### src/rtl/adder.sv
// Registered WIDTH-bit adder with a single-entry valid/ready output stage.
// Define ADDER_SATURATE_EN to clamp OUT to all-ones on overflow instead of wrapping.
module adder #(
  parameter int WIDTH = 32
) (
  input  logic             clk,
  input  logic             rst,
  input  logic [WIDTH-1:0] A,
  input  logic [WIDTH-1:0] B,
  input  logic             in_valid,
  output logic             in_ready,
  output logic [WIDTH-1:0] OUT,
  output logic             carry,
  output logic             out_valid,
  input  logic             out_ready
);

  typedef enum logic {EMPTY = 1'b0, FULL = 1'b1} state_t;

  state_t           state_q, state_d;
  logic             live_q;
  logic [WIDTH-1:0] sum_q, sum_d;
  logic             carry_q, carry_d;
  logic [WIDTH:0]   full_sum;
  logic [WIDTH-1:0] result;
  logic             in_xfer;
  logic             out_xfer;

  assign full_sum = {1'b0, A} + {1'b0, B};

`ifdef ADDER_SATURATE_EN
  assign result = full_sum[WIDTH] ? {WIDTH{1'b1}} : full_sum[WIDTH-1:0];
`else
  assign result = full_sum[WIDTH-1:0];
`endif

  assign in_xfer  = in_valid & in_ready;
  assign out_xfer = out_valid & out_ready;

  // live_q keeps in_ready low until the first edge after reset release,
  // so nothing can be accepted on the release edge itself.
  always_ff @(posedge clk or negedge rst) begin
    if (!rst) begin
      state_q <= EMPTY;
      live_q  <= 1'b0;
      sum_q   <= '0;
      carry_q <= 1'b0;
    end else begin
      state_q <= state_d;
      live_q  <= 1'b1;
      sum_q   <= sum_d;
      carry_q <= carry_d;
    end
  end

  always_comb begin
    state_d = state_q;
    sum_d   = sum_q;
    carry_d = carry_q;
    if (in_xfer) begin
      sum_d   = result;
      carry_d = full_sum[WIDTH];
    end
    case (state_q)
      EMPTY:   if (in_xfer) state_d = FULL;
      FULL:    if (out_xfer && !in_xfer) state_d = EMPTY;
      default: state_d = EMPTY;
    endcase
  end

  always_comb begin
    out_valid = (state_q == FULL);
    in_ready  = live_q & ((state_q == EMPTY) | out_ready);
    OUT       = sum_q;
    carry     = carry_q;
  end

endmodule

### config.mk
export PLATFORM = sky130hd
export DESIGN_NAME = adder
export DESIGN_NICKNAME = d
export VERILOG_FILES = /design/src/rtl/adder.sv
export SDC_FILE = /design/constraint.sdc
export NUM_CORES = 1
export LEC_CHECK = 0
export ABC_AREA = 1
export BUFFER_PORTS_ARGS = -buffer_cell sky130_fd_sc_hd__buf_4
export CAP_MARGIN = 20
export CORE_ASPECT_RATIO = 1.2
export CORE_UTILIZATION = 58
export DETAILED_ROUTE_END_ITERATION = 12
export PLACE_DENSITY = 0.88
export SLEW_MARGIN = 20
export SYNTH_ARGS = -nofsm -noshare
export SYNTH_HDL_FRONTEND = slang
export SYNTH_SLANG_ARGS = --single-unit
### constraint.sdc
create_clock -name clk -period 2.79 [get_ports clk]
set_clock_uncertainty 0.1 [all_clocks]
set_input_delay 0.279 -clock clk [delete_from_list [all_inputs] [get_ports clk]]
set_output_delay 0.279 -clock clk [all_outputs]
set_load 0.1 [all_outputs]
==> Flow_metrics.wiki <==
{| class="wikitable"
! Metric !! Value
|-
| Root Buffer Master || clkbuf_8
|-
| Routed WL || 12.2 mm
|-
| Final-report hold violation count || 0
|-
| Chip height || 89.0 µm
|-
| Outcome || completed
|-
| Amount of wire on met3 after detailed routing || 905 µm
|-
| Average vias per placed instance || 5.37
|-
| Clock tree from TritonCTS || yes
|-
| Switching part of the total power || 0.561
|-
| Design internal power || 1.32 mW
|-
| Initial Utilization || 0.605
|-
| Per-instance average area after synthesis || 5.86 µm²
|-
| Grt ovf || 0
|-
| Drt drc || 0
|-
| Clock network fraction of design power || 0.164
|-
| Launching point of the worst reg2reg path || out_valid
|-
| # port buffers || 102
|-
| Synth top area share || 0.273
|-
| Critical path fanouts, max || 4
|-
| Number of nets in the layout || 831
|-
| Number of cell rows || 31
|-
| Fraction of layout instances using a drive strength above 1 || 0.166
|-
| Post-Syn Area || 0.00366 mm²
|-
| Final-report max-slew violation count || 0
|-
| Clock latency on the worst-skew pair || 0.30 ns
|-
| Setup Total Neg Slack || 0 ns
|-
| Seq/Total Area, Yosys || 0.239
|-
| Core area || 0.00605 mm²
|-
| Average wire per standard cell || 15.0 µm
|-
| Detailed route wirelength on metal2 || 6.07 mm
|-
| Power consumption || 3.01 mW
|-
| Post-Synthesis Cells || 625
|-
| Antenna fix cells || 0
|-
| LEAKAGE || 2.82 nW
|-
| Share of total power in combinational logic || 0.603
|-
| TritonCTS Buffers || 5
|-
| Critical path class || input pin to flop
|-
| Vias in the first global route || 4182
|-
| Number of failing setup endpoints in the final timing report || 0
|-
| Headroom to the max-slew limit || 0.605
|-
| Count of distinct cell types in the synthesized netlist || 31
|-
| Register share of total power || 0.233
|-
| Global-route usage over all layers || 0.400
|-
| Routability congestion estimate from global placement || 0.966
|-
| Highest metal layer with signal wires || met4
|-
| Quantity of gates resized following cts || 0
|-
| Terminating pin of the worst hold path || out_valid
|-
| Switching component of the power || 1.69 mW
|-
| Synthesized net count || 726
|-
| Number of antenna violations at the first check in global routing || 1
|-
| Type of element capturing the critical path || flop
|-
| Flip-flop and latch count after synthesis || 35
|-
| Worst Reg2Reg Path Length in Cells || 5
|-
| Global-route wire length before repair || 19.3 mm
|-
| Violation count after the first detailed-routing iteration || 381
|-
| Power Density || 649 mW/mm²
|-
| Critical path launch point type || input pin
|-
| Final critical-path required period || 2.23 ns
|-
| Post-synth top area cell || nand2_1
|-
| Max rail drop VDD || 0.590 mV
|-
| Detail Route Antenna Nets || 0
|-
| Total number of vias || 4369
|-
| End of the worst register-to-register path || OUT[7]
|-
| Filler cell count || 491
|-
| Startpoint of the lowest-slack hold path || out_ready
|-
| Drt pass-1 iters || 7
|-
| Final critical-path share of the clock period || 0.800
|-
| Achievable Freq || 448 MHz
|-
| HPWL after detailed placement || 9.37 mm
|-
| Pin count of the biggest net entering global routing || 49
|-
| Worst hold path stage count || 2
|-
| Yosys warning total || 0
|-
| Level count of the clock H-tree || 2
|-
| Ports placed on the boundary || 103
|-
| Post-route met1 wirelength || 4.28 mm
|-
| Leading post-synthesis cells by cell area || nand2_1 (27%), dfrtp_1 (24%), inv_1 (12%)
|-
| Max Cap Violations || 0
|-
| P&R area growth vs syn || 26.5%
|-
| Required time at the endpoint of the critical path || 2.84 ns
|-
| Worst Hold Class || input pin to flop
|-
| Worst Max-Slew Pin Slew || 0.588 ns
|-
| Arrival time of the worst setup path || 2.28 ns
|-
| Total Die Area || 0.00663 mm²
|-
| Clock transition at the registers of the reported paths || 0.08 ns
|-
| Largest buffer count on any clock path || 2
|-
| Worst-case register-to-register setup slack || 1.24 ns
|-
| DIE WIDTH || 74.5 µm
|-
| TritonCTS sink count || 35
|-
| Number of buffers added for setup after CTS || 0
|-
| RSZ-0062 raised after global routing || no
|}
Yosys cell counts (all sizes together):
cell type  instances
a21boi             1
nand2            271
nand4              3
xnor2             14
dfrtp             35
a21oi             21
o21ai             16
buf                4
inv              114
nor2              44
conb               1
clkbuf             2
nand3             48
nor3               5
o21bai             3
nor4               1
ha                32
o21a               1
a21o               1
and2               1
fa                 1
nand3b             4
or2                2
placed cells by master (no fill, tap or decap), drive strengths merged:
cell	count
clkbuf	5
o21bai	3
bufinv	1
xnor2	14
o21a	1
clkinv	2
a21oi	21
a21boi	1
nor2	44
ha	32
nor4	1
fa	1
dfrtp	35
inv	114
buf	103
and2	1
nor3	5
nand4	3
nand2	271
conb	1
nand3	48
nand3b	4
a21o	1
dlygate4sd3	1
o21ai	16
or2	2
state kept, by name, summed over array words and instances (netlist names):
signal	count
OUT	32
carry	1
live_q	1
out_valid	1
routing by layer:
metal  vias up  track usage
li1       2122            -
met1      1945        0.398
met2       227        0.700
met3        75        0.125
met4         0        0.281
met5         -            0
worst max-delay path by stage:
stage | startpoint | endpoint | slack [ns]
floorplan | out_valid | OUT[0] | 0.19
global placement | A[0] | OUT[14] | 0.72
detailed placement | A[0] | OUT[24] | 0.65
CTS | A[0] | OUT[8] | 0.84
global route | A[0] | OUT[8] | 0.47
finish | A[0] | OUT[8] | 0.56
per-stage QoR:
stage                     setup slack, ns  cell area, µm²  instances  hold WS (ns)  utilization
after detailed placement            0.645            4510        804         0.163        0.745
final                               0.559            4630        813        0.0637        0.765
after global routing                0.471            4630        813        0.0645        0.765
after CTS                           0.843            4630        813        0.0668        0.765
after floorplan                     0.190            3660        625        -0.117            -
after global placement              0.724            4510        804         0.151        0.745
area by class of cell:
cell class,instances,area [µm²],share of cell area
timing repair buffer,104,783,0.169
inverter,114,428,0.0925
clock buffer,5,68.8,0.0149
multi-input combinational,470,2330,0.503
tap,82,103,0.0222
clock inverter,3,43.8,0.00946
sequential,35,876,0.189
cell families (layout without fill, tap and decap cells):
group / Yosys count / in the layout / share of synthesized area
compound gates: 43 / 43 / 0.0629
xor+xnor: 14 / 14 / 0.0335
fa+ha+maj: 33 / 33 / 0.115
buf+inv: 120 / 226 / 0.125
flops: 35 / 35 / 0.239
other cells: 1 / 1 / 0.00102
simple gates: 379 / 379 / 0.423
critical path: stages:
cell and delay [ns]:
buf_4 0.11, ha_1 0.24, fa_1 0.48, nand3_1 0.14, nand3_1 0.15, nand2_1 0.13
nand2_2 0.10, xnor2_1 0.47, o21ai_0 0.18
timing repair:
item	CTS	global route
hold buffers	1	0
endpoints found under the setup margin	0	0
hold endpoints to repair	35	0
power by group through the flow:
stage	clock network [mW]	registers [mW]	logic, mW
final	0.492	0.701	1.81
after global routing	0.505	0.707	1.93
after CTS	0.488	0.696	1.79
after detailed placement	0	0.701	1.77
after global placement	0	0.697	1.74
after floorplan	0	1.51	0.505
No activity file was read; power rests on OpenSTA's default activity.
